--- config.mk ---
export PLATFORM = sky130hd
export DESIGN_NAME = conv_tile_fetch
export DESIGN_NICKNAME = d
export VERILOG_FILES = /design/src/rtl/conv_tile_fetch.sv
export SDC_FILE = /design/constraint.sdc
export NUM_CORES = 1
export LEC_CHECK = 0
export BUFFER_PORTS_ARGS = -buffer_cell sky130_fd_sc_hd__buf_2
export CAP_MARGIN = 10
export CORE_MARGIN = 2
export CORE_UTILIZATION = 55
export CTS_CLUSTER_SIZE = 30
export DETAILED_ROUTE_END_ITERATION = 10
export PLACE_DENSITY = 0.77
export SLEW_MARGIN = 10
export SYNTH_ARGS = -nofsm -noshare
export SYNTH_HDL_FRONTEND = slang
export SYNTH_SLANG_ARGS = --single-unit
--- constraint.sdc ---
create_clock -name clk -period 4.39 [get_ports clk]
set_input_delay 0.2195 -clock clk [delete_from_list [all_inputs] [get_ports clk]]
set_output_delay 0.2195 -clock clk [all_outputs]
set_load 0.02 [all_outputs]
--- src/rtl/conv_tile_fetch.sv ---
// Tile fetcher: walks a greyscale frame in 16-bit image SRAM and issues overlapping 4x4 tiles
// at stride 2 to the conv stage. Define CONV_TILE_FETCH_PREFETCH_EN to overlap fetch with conv work.
module conv_tile_fetch #(
   parameter int IMG_W  = 32,
   parameter int IMG_H  = 32,
   parameter int ADDR_W = 16
) (
   input  logic              clk,
   input  logic              rst,
   input  logic              start,
   input  logic [ADDR_W-1:0] base_addr,
   output logic              mem_re,
   output logic [ADDR_W-1:0] mem_addr,
   input  logic [15:0]       mem_rdata,
   output logic [127:0]      image_4x4,
   output logic              input_re,
   output logic [15:0]       input_addr,
   input  logic              conv_done,
   output logic              busy,
   output logic              frame_done
);

   localparam int TILES_X = IMG_W / 2 - 1;
   localparam int TILES_Y = IMG_H / 2 - 1;
   localparam int N_TILES = TILES_X * TILES_Y;

   typedef enum logic [2:0] {
      IDLE,
      FETCH,
      WAIT1,
      READY,
      ISSUE,
      BLOCK,
      DRAIN
   } state_e;

   state_e            state_q, state_d;

   logic [ADDR_W-1:0] base_q;
   logic [15:0]       row_q;       // top pixel row r of the tile being fetched
   logic [15:0]       col2_q;      // left column c of that tile, in pixel pairs (c/2)
   logic [15:0]       idx_q;
   logic [2:0]        j_q;
   logic              rd_valid_q;
   logic [2:0]        rd_j_q;
   logic [127:0]      asm_q;
   logic              conv_busy_q;

   logic [127:0]      image_q;
   logic              input_re_q;
   logic [15:0]       input_addr_q;
   logic              busy_q;
   logic              frame_done_q;

   logic              conv_free;
   logic              start_fire;
   logic              issue_fire;
   logic              drain_fire;
   logic              last_issued;
   logic              last_col;
   logic [ADDR_W-1:0] fetch_off;

   // A same-cycle conv_done frees the conv stage for an issue this cycle (bypass).
   assign conv_free   = conv_done | ~conv_busy_q;
   assign start_fire  = (state_q == IDLE) & start;
   assign issue_fire  = (state_q == READY) & conv_free;
   assign drain_fire  = (state_q == DRAIN) & conv_free;
   assign last_issued = (idx_q == 16'(N_TILES));
   assign last_col    = (col2_q == 16'(TILES_X - 1));

   assign fetch_off = ADDR_W'((32'(row_q) + 32'(j_q[2:1])) * 32'(IMG_W / 2)
                              + 32'(col2_q) + 32'(j_q[0]));

   // NOTE: sequential state uses non-blocking assignments so every flop samples pre-edge values.
   always_ff @(posedge clk) begin
      if (rst) begin
         state_q <= IDLE;
      end else begin
         state_q <= state_d;
      end
   end

   // NOTE: every comb output gets a default first so no path can leave it unassigned (latch).
   always_comb begin
      state_d = state_q;
      unique case (state_q)
         IDLE:    if (start) state_d = FETCH;
         FETCH:   if (j_q == 3'd7) state_d = WAIT1;
         WAIT1:   state_d = READY;
         READY:   if (conv_free) state_d = ISSUE;
         ISSUE: begin
            if (last_issued) begin
               state_d = DRAIN;
            end else begin
`ifdef CONV_TILE_FETCH_PREFETCH_EN
               state_d = FETCH;
`else
               state_d = BLOCK;
`endif
            end
         end
         BLOCK:   if (conv_free) state_d = FETCH;
         DRAIN:   if (conv_free) state_d = IDLE;
         default: state_d = IDLE;
      endcase
   end

   always_comb begin
      mem_re   = 1'b0;
      mem_addr = '0;
      if (state_q == FETCH) begin
         mem_re   = 1'b1;
         mem_addr = base_q + fetch_off;
      end
   end

   always_ff @(posedge clk) begin
      if (rst) begin
         base_q       <= '0;
         row_q        <= '0;
         col2_q       <= '0;
         idx_q        <= '0;
         j_q          <= '0;
         rd_valid_q   <= 1'b0;
         rd_j_q       <= '0;
         conv_busy_q  <= 1'b0;
         image_q      <= '0;
         input_re_q   <= 1'b0;
         input_addr_q <= '0;
         busy_q       <= 1'b0;
         frame_done_q <= 1'b0;
      end else begin
         j_q        <= (state_q == FETCH) ? j_q + 3'd1 : 3'd0;
         rd_valid_q <= (state_q == FETCH);
         rd_j_q     <= j_q;
         input_re_q   <= issue_fire;
         frame_done_q <= drain_fire;

         if (start_fire) begin
            base_q <= base_addr;
            row_q  <= '0;
            col2_q <= '0;
            idx_q  <= '0;
            busy_q <= 1'b1;
         end else if (drain_fire) begin
            busy_q <= 1'b0;
         end

         if (issue_fire) begin
            image_q      <= asm_q;
            input_addr_q <= idx_q;
            idx_q        <= idx_q + 16'd1;
            if (last_col) begin
               col2_q <= '0;
               row_q  <= row_q + 16'd2;
            end else begin
               col2_q <= col2_q + 16'd1;
            end
         end

         if (issue_fire) begin
            conv_busy_q <= 1'b1;
         end else if (conv_done) begin
            conv_busy_q <= 1'b0;
         end
      end
   end

   // NOTE: the assembly buffer has no reset; all 8 words are rewritten before any issue reads it.
   always_ff @(posedge clk) begin
      if (rd_valid_q) begin
         asm_q[{rd_j_q, 4'b0000} +: 16] <= mem_rdata;
      end
   end

   assign image_4x4  = image_q;
   assign input_re   = input_re_q;
   assign input_addr = input_addr_q;
   assign busy       = busy_q;
   assign frame_done = frame_done_q;

endmodule

==> impl_metrics.ini, run 1 <==
[final_layout]
area_growth_pct = 18.6
finalNetCount = 1745
layout_common_cells = nand2_1 (353), dfxtp_1 (217), buf_2 (197)
multi_input_area_mm2 = 0.00578
drive_gt1_share_pct = 17.8
final_common_cell = nand2_1
seq_area_mm2 = 0.00821
fillCellCount = 2069
diodes = 0
fin_cells = 2029

[clocking]
clkTransAtPathRegs_ns = 0.06
cts_tree = yes
cts_buffers = 37
clock_latency_ns = 0.53
htreeDepth = 2
clock_tree.buffer_depth = 3
cts_sinks = 346
root_buffer = clkbuf_16

[floorplan]
fp.dieW_um = 165
rows = 59
initial_utilization_pct = 55.5
pin_count = 200
die_h_um = 165
coreArea_mm2 = 0.0258
design.die.area_mm2 = 0.0273

[global_route]
met3_usage_pct = 4.40
grt_most_used_layer = met2
track_usage_pct = 25.7
grt_pass1_wl_um = 54400
use_met1_pct = 33.5
grt_pass1_vias = 10300
gr-total-overflow = 0
grt_use_met2_pct = 43.7
antenna_found_initial = 1
grt_max_degree = 130

[critical_path]
path_depth = 15
crit_buf_inv = 2
reg2reg_depth = 6
setup.worst_path.start = j_q[1]
cp_slowest_cell = fa_1
cpLargestDelayFamily = adder cells
cpPeakStageDelay_ns = 0.60
start_kind = flop
critical_path_required_ns = 4.17
worstSetupPathType = reg -> out
crit_end = mem_addr[15]
end_kind = output port
arrival_ns = 4.15
regToRegStartpoint = rd_j_q[0]
rr_endpoint = asm_q[11]
path_cells = ha_1 -> inv_1 -> fa_2 -> nor2_2 -> nand3_2 -> nor2_4 -> xor2_2 -> fa_1 -> ha_4 -> a21o_1 -> a21oi_1 -> nor2b_1 -> a311oi_2 -> mux2i_1 -> buf_4
rrSetupSlack_ns = 1.63
path_max_fanout = 5

[timing]
fin_tns_setup_ns = 0
report.final.slew_viol_count = 0
period_needed_ns = 4.37
setup_viol = 0
max_slew_margin_pct = 35.0
setup_ws_ns = 0.0246
timing.fmax_mhz = 229
fin_skew_ns = 0.0201
tightest_slew_ns = 0.975
post-route-period-util_pct = 99.4
finalHoldViolations = 0
fin_hold_ws_ns = 0.155

[synth]
yosysTopAreaCellShare_pct = 30.5
netlist_area_mm2 = 0.0143
async_flop_share_pct = 0
synth_flop_cell = dfxtp_1
syn_nets = 1560
synth-seq-cells = 346
synth-seq-area-share_pct = 57.4
synth.yosys.warnings = 0
synthCells = 1482
synth_edf_count = 128
syn_avg_cell_area_um2 = 9.65
synth_area_leaders = dfxtp_1 (31%), edfxtp_1 (27%), nand2_1 (9.3%)
synth_cell_type_count = 58
post-synth-top-area-cell = dfxtp_1

[detailed_routing]
wirelength_um = 36100
vias = 11200
dr.pass1.iters = 5
final_antenna_net_count = 0
via_per_inst = 5.50
wl_per_cell_um = 17.8
drc_errors = 0
drtIter0Drc = 917

[power_and_ir_drop]
leakagePower_nw = 6.55
ir_drop_mv = 0.296
powerDensity_mw_per_mm2 = 398
power_mw = 6.76

[run]
cap_violations = 0

[hold_path]
hold_class = in -> reg

[placement]
post-dp-hpwl_um = 23000
place.gp.congestion = 0.868
dp_cells = 1946
place_ws_ns = 0.435
io_buffers = 199

[status]
outcome = complete, no violations
## flip-flops by register name, summed over array words and instances, names as in the netlist, 12 cells and up
signal,cells
row_q,12
idx_q,16
col2_q,16
asm_q,128
input_addr,16
image_4x4,128
base_q,16
## Yosys cell counts, types with 14 or more instances
library cell  count
a21oi_1         197
and2_1          133
buf_2            15
clkbuf_1         68
dfxtp_1         218
edfxtp_1        128
fa_1             14
ha_1             28
inv_1            24
nand2_1         354
nand3_1          19
nor2_1           85
nor3_1           16
o21ai_0          25
xnor2_1          21
## area by class of cell
type | instances | area share (%)
multi-input combinational | 1027 | 34.1
clock inverter | 9 | 0.546
timing repair buffer | 231 | 7.58
tap | 335 | 2.47
inverter | 24 | 0.531
sequential | 346 | 48.4
clock buffer | 57 | 6.38
## report_power, final
| group | leakage [nW] | switching [mW] | total (mW) | internal, mW |
|---|---|---|---|---|
| combinational | 3.00 | 0.249 | 0.362 | 0.112 |
| sequential | 2.97 | 0.0329 | 3.39 | 3.36 |
| clock | 0.574 | 1.24 | 3.01 | 1.77 |
| total | 6.55 | 1.52 | 6.76 | 5.23 |
## how the worst min path moves through the flow
stage,start,cells past startpoint,endpoint
after floorplan,base_addr[14],2,base_q[14]
after global placement,row_q[0],2,row_q[0]
after detailed placement,row_q[0],2,row_q[0]
after CTS,start,4,state_q[0]
after global routing,mem_rdata[0],2,asm_q[32]
final,start,4,state_q[0]
## layer usage
layer / share of wire, % / vias to the layer above
li1: - / 5360
met1: 41 / 5316
met2: 49 / 413
met3: 7.1 / 65
met4: 2.7 / 0
met5: 0 / -
## stage by stage
| step | instance area [um2] | util (%) |
|---|---|---|
| after floorplan | 14300 | - |
| after global placement | 15500 | 60.2 |
| final | 17000 | 65.8 |
| after detailed placement | 15500 | 60.2 |
| after global routing | 17000 | 65.8 |
| after CTS | 16900 | 65.5 |
## worst register-to-register path, stage by stage, from the launching register on
cell	delay, ns
dfxtp_1	0.38
inv_1	0.08
ha_1	0.20
ha_1	0.38
inv_1	0.14
and4_1	0.49
and2_1	0.71
## kinds of logic (layout without fill, tap and decap cells)
| kind of cell | after synthesis | in the layout | share of synthesized area, % |
|---|---|---|---|
| AOI/OAI and AO/OA | 267 | 267 | 10.2 |
| xor gates and xnor gates | 33 | 33 | 2.02 |
| adders and majority gates | 42 | 42 | 4.41 |
| buffers and inverters | 109 | 321 | 3.02 |
| DFF | 346 | 346 | 57.4 |
| muxes | 4 | 4 | 0.306 |
| and+or+nand+nor | 681 | 681 | 22.6 |
## what timing repair did
item                                    in CTS  in global routing
hold buffers                                16                  0
resized for setup                            5                 15
cloned                                       0                  0
setup buffers                                0                  1
hold endpoints to repair                    16                  0
pin swaps                                    0                  6
endpoints found under the setup margin       1                  2
Note: power is estimated with default switching activity, not from simulation.
==> run 2, diff against run 1 <==
--- a/config.mk
+++ b/config.mk
@@ -12,6 +12,7 @@
 export CTS_CLUSTER_SIZE = 30
 export DETAILED_ROUTE_END_ITERATION = 10
 export PLACE_DENSITY = 0.77
+export REMOVE_ABC_BUFFERS = 1
 export SLEW_MARGIN = 10
 export SYNTH_ARGS = -nofsm -noshare
 export SYNTH_HDL_FRONTEND = slang
==> impl_metrics.ini, run 2 (synthesis gave the netlist of run 1 again) <==
[global_route]
grt_pass1_wl_um = 53100
grt_max_degree = 129
use_met1_pct = 33.1
grt_use_met2_pct = 41.1
track_usage_pct = 24.9
gr-total-overflow = 0
grt_most_used_layer = met2
grt_pass1_vias = 10300
met3_usage_pct = 4.17
antenna_found_initial = 1

[clocking]
clock_tree.buffer_depth = 3
postCtsSetupBuffers = 0
root_buffer = clkbuf_16
htreeDepth = 2
cts_buffers = 36
cts_sinks = 346
clock_latency_ns = 0.51
cts_tree = yes
clkTransAtPathRegs_ns = 0.06

[timing]
fin_skew_ns = 0.00884
finalHoldViolations = 0
period_needed_ns = 4.22
post-route-period-util_pct = 96.1
setup_viol = 0
tightest_slew_ns = 0.961
max_slew_margin_pct = 35.7
setup_ws_ns = 0.173
report.final.slew_viol_count = 0
timing.fmax_mhz = 237
rsz0062_at_grt = false

[final_layout]
area_growth_pct = 18.5
final_common_cell = nand2_1
fillCellCount = 2016
drive_gt1_share_pct = 17.6
fin_cells = 2024
layout_common_cells = nand2_1 (354), dfxtp_1 (217), buf_2 (198)
finalNetCount = 1740
diodes = 0

[power_and_ir_drop]
ir_drop_mv = 0.317
power_frac_clock_pct = 44.6
p_sw_share_pct = 22.4
leakagePower_nw = 6.53
share_seq_of_total_power_pct = 50.2
p_int_mw = 5.24
powerDensity_mw_per_mm2 = 398
p_sw_mw = 1.51
power_frac_comb_pct = 5.3

[critical_path]
arrival_ns = 4.00
end_kind = output port
critical_path_required_ns = 4.17
crit_buf_inv = 2
worstSetupPathType = reg -> out
path_cells = ha_1 -> inv_1 -> fa_2 -> nor2_4 -> xor2_1 -> fa_1 -> ha_1 -> nand2_1 -> o21ai_0 -> a21oi_1 -> nand2_1 -> a311oi_2 -> mux2i_1 -> buf_2
cp_slowest_cell = fa_1
cpPeakStageDelay_ns = 0.45
cpLargestDelayFamily = adder cells
start_kind = flop
path_max_fanout = 4

[detailed_routing]
vias = 11100
wl_per_cell_um = 16.9
via_per_inst = 5.47
drc_errors = 0
dr.pass1.iters = 5
drtIter0Drc = 823
wirelength_um = 34300
final_antenna_net_count = 0

[floorplan]
fp.dieW_um = 165
pin_count = 200
rows = 59
design.die.area_mm2 = 0.0273
die_h_um = 165
coreArea_mm2 = 0.0258
initial_utilization_pct = 55.5

[placement]
place_ws_ns = 0.480
post-dp-hpwl_um = 22100
place.gp.congestion = 0.836
dp_cells = 1943
io_buffers = 199

[run]
cap_violations = 0

[status]
outcome = complete, no violations

[hold_path]
hold_class = in -> reg
[run 2: path summary, 6_finish.rpt]
kind / slack, ns / depth (start not counted) / from / end
max reg2reg: 1.64 / 6 / rd_j_q[0] / asm_q[14]
max: 0.17 / 14 / j_q[1] / mem_addr[15]
min: 0.18 / 4 / start / state_q[0]
min reg2reg: 0.45 / 2 / image_4x4[1] / image_4x4[1]
[run 2: power by group through the flow]
stage	Clock [mW]	Sequential, mW	Combinational, mW
after global placement	0	3.46	0.332
after floorplan	0	3.47	0.165
after CTS	3.05	3.39	0.352
final	3.01	3.39	0.355
after detailed placement	0	3.46	0.338
after global routing	3.17	3.39	0.390
[run 2: cell type report]
class	count	area (um2)	share of cell area (%)
Clock inverter	22	226	1.34
Multi-Input combinational cell	1027	5790	34.2
Clock buffer	43	937	5.53
Inverter	24	90.1	0.531
Tap cell	335	419	2.47
Timing Repair Buffer	227	1280	7.54
Sequential cell	346	8210	48.4
[run 2: through the flow]
step | util (%) | hold WS, ns | total power, mW | instance area (um2) | setup TNS [ns]
3_5_place_dp | 60.3 | 0.435 | 3.80 | 15500 | 0
6_report | 65.8 | 0.182 | 6.75 | 17000 | 0
2_1_floorplan | - | 0.286 | 3.64 | 14000 | -278.32
5_1_grt | 65.8 | 0.168 | 6.96 | 17000 | 0
4_1_cts | 65.4 | 0.155 | 6.79 | 16900 | 0
3_3_place_gp | 60.3 | 0.420 | 3.79 | 15500 | 0
[run 2: worst reg2reg max path: stages, from the launching register on]
cell	delay [ns]
dfxtp_1	0.36
inv_1	0.07
ha_1	0.20
ha_1	0.39
inv_1	0.15
and4_1	0.51
and2_1	0.70
[run 2: routing by layer]
layer | up-vias | part of all wire (%)
li1 | 5372 | -
met1 | 5255 | 43
met2 | 366 | 47
met3 | 81 | 6.7
met4 | 0 | 3.1
met5 | - | 0
[run 2: repair_timing]
| action | in CTS | in global routing |
|---|---|---|
| hold buffers | 16 | 0 |
| setup endpoints to repair | 2 | 4 |
| hold endpoints to repair | 16 | 0 |
| gates resized for setup | 2 | 15 |
| pin swaps | 0 | 4 |
==> run 3, diff against run 2 <==
--- a/config.mk
+++ b/config.mk
@@ -11,7 +11,7 @@
 export CORE_UTILIZATION = 55
 export CTS_CLUSTER_SIZE = 30
 export DETAILED_ROUTE_END_ITERATION = 10
-export PLACE_DENSITY = 0.77
+export PLACE_DENSITY = 0.73
 export REMOVE_ABC_BUFFERS = 1
 export SLEW_MARGIN = 10
 export SYNTH_ARGS = -nofsm -noshare
==> constraint.sdc (replaced) <==
create_clock -name clk -period 4.07 [get_ports clk]
set_input_delay 0.2035 -clock clk [delete_from_list [all_inputs] [get_ports clk]]
set_output_delay 0.2035 -clock clk [all_outputs]
set_load 0.02 [all_outputs]
==> impl_metrics.ini, run 3 (synthesis gave the netlist of run 1 again) <==
[status]
outcome = complete, no violations

[floorplan]
rows = 59
initial_utilization_pct = 55.5
fp.dieW_um = 165
coreArea_mm2 = 0.0258
die_h_um = 165
design.die.area_mm2 = 0.0273
pin_count = 200

[timing]
period_needed_ns = 4.03
setup_viol = 0
fin_skew_ns = 0.0149
fin_tns_setup_ns = 0
post-route-period-util_pct = 99.0
fin_hold_ws_ns = 0.151
finalHoldViolations = 0
rsz0062_at_grt = true
timing.fmax_mhz = 248
report.final.slew_viol_count = 0
tightest_slew_ns = 0.925
max_slew_margin_pct = 38.1

[critical_path]
regToRegStartpoint = rd_j_q[0]
critical_path_required_ns = 3.87
arrival_ns = 3.83
rr_endpoint = asm_q[14]
start_kind = flop
reg2reg_depth = 6
end_kind = output port
worstSetupPathType = reg -> out
path_max_fanout = 5
cpLargestDelayFamily = adder cells
rrSetupSlack_ns = 1.30
cpPeakStageDelay_ns = 0.48
path_cells = ha_4 -> inv_2 -> fa_2 -> nor2_4 -> nand3_4 -> nor2_4 -> xor2_2 -> fa_1 -> ha_4 -> a21o_1 -> a21oi_2 -> nor2b_1 -> a311oi_2 -> mux2i_1 -> buf_4
cp_slowest_cell = fa_1
path_depth = 15
crit_buf_inv = 2

[final_layout]
utilization_pct = 66.2
drive_gt1_share_pct = 18.6
fillCellCount = 2098
finalNetCount = 1747
final_common_cell = nand2_1
layout_common_cells = nand2_1 (352), dfxtp_1 (215), buf_2 (196)
area_growth_pct = 19.2
diodes = 0
fin_area_mm2 = 0.0170

[power_and_ir_drop]
ir_drop_mv = 0.328
power_mw = 7.12
leakagePower_nw = 6.54
powerDensity_mw_per_mm2 = 418

[global_route]
grt_max_degree = 121
gr-total-overflow = 0
grt_pass1_vias = 10100
antenna_found_initial = 1
track_usage_pct = 24.7
grt_pass1_wl_um = 53100

[placement]
io_buffers = 199
place.gp.congestion = 0.809
place_area_mm2 = 0.0156
post-dp-hpwl_um = 21800

[hold_path]
hold_class = in -> reg
holdPathStages = 2
hp-start = rst
min_to = idx_q[6]

[detailed_routing]
drtIter0Drc = 838
wirelength_um = 34200
final_antenna_net_count = 0
wl_per_cell_um = 16.9
vias = 11000
dr.pass1.iters = 5
via_per_inst = 5.42
drc_errors = 0

[clocking]
cts_tree = yes
htreeDepth = 2
clkTransAtPathRegs_ns = 0.06
clock_latency_ns = 0.51
clock_tree.buffer_depth = 3
cts_buffers = 37
root_buffer = clkbuf_16
cts_sinks = 346

[run]
cap_violations = 0
-- run 3: cell count changes in the layout (fill, tap and decap cells not counted), sizes merged --
cell	delta
buf	+6
clkinv	-10
bufinv	-4
clkbuf	+14
clkinvlp	+1
-- run 3: how the worst max path moves through the flow --
stage,start,end,slack [ns]
2_1_floorplan,state_q[0],col2_q[15],-3.64
3_3_place_gp,j_q[1],mem_addr[15],0.30
6_report,j_q[1],mem_addr[15],0.04
3_5_place_dp,j_q[1],mem_addr[15],0.24
4_1_cts,row_q[1],mem_addr[15],0.008
5_1_grt,j_q[1],mem_addr[14],-0.12
-- run 3: layer usage --
layer	track usage [%]	share of wire (%)	vias to the layer above
li1	-	-	5370
met1	33.7	44	5272
met2	41.0	48	292
met3	4.02	5.3	65
met4	7.11	2.3	0
met5	0	0	-
-- run 3: power breakdown --
| group | total [mW] | switching [mW] | internal [mW] |
|---|---|---|---|
| sequential | 3.65 | 0.0342 | 3.62 |
| combinational | 0.392 | 0.265 | 0.127 |
| clock | 3.07 | 1.32 | 1.76 |
-- run 3: timing repair --
item                                    4_1_cts  5_1_grt
resized for setup                            22       27
hold buffers                                 16        0
endpoints found under the setup margin        5        6
hold endpoints to repair                     16        0
pin swaps                                     7       20
setup buffers                                 1        3
-- run 3: area by class of cell --
cell class | instances | area (um2) | area share [%]
flip-flops and latches | 346 | 8210 | 48.2
multi-input cells | 1027 | 5890 | 34.5
repair buffers | 233 | 1340 | 7.86
clock buffers | 57 | 1030 | 6.06
well taps | 335 | 419 | 2.46
inverters | 24 | 90.1 | 0.528
clock inverters | 9 | 62.6 | 0.367
-- run 3: through the flow --
step	cells	worst slack (ns)
floorplan	1397	-3.64
global placement	1945	0.304
detailed placement	1945	0.244
CTS	2028	0.00839
global route	2031	-0.118
finish	2031	0.0401
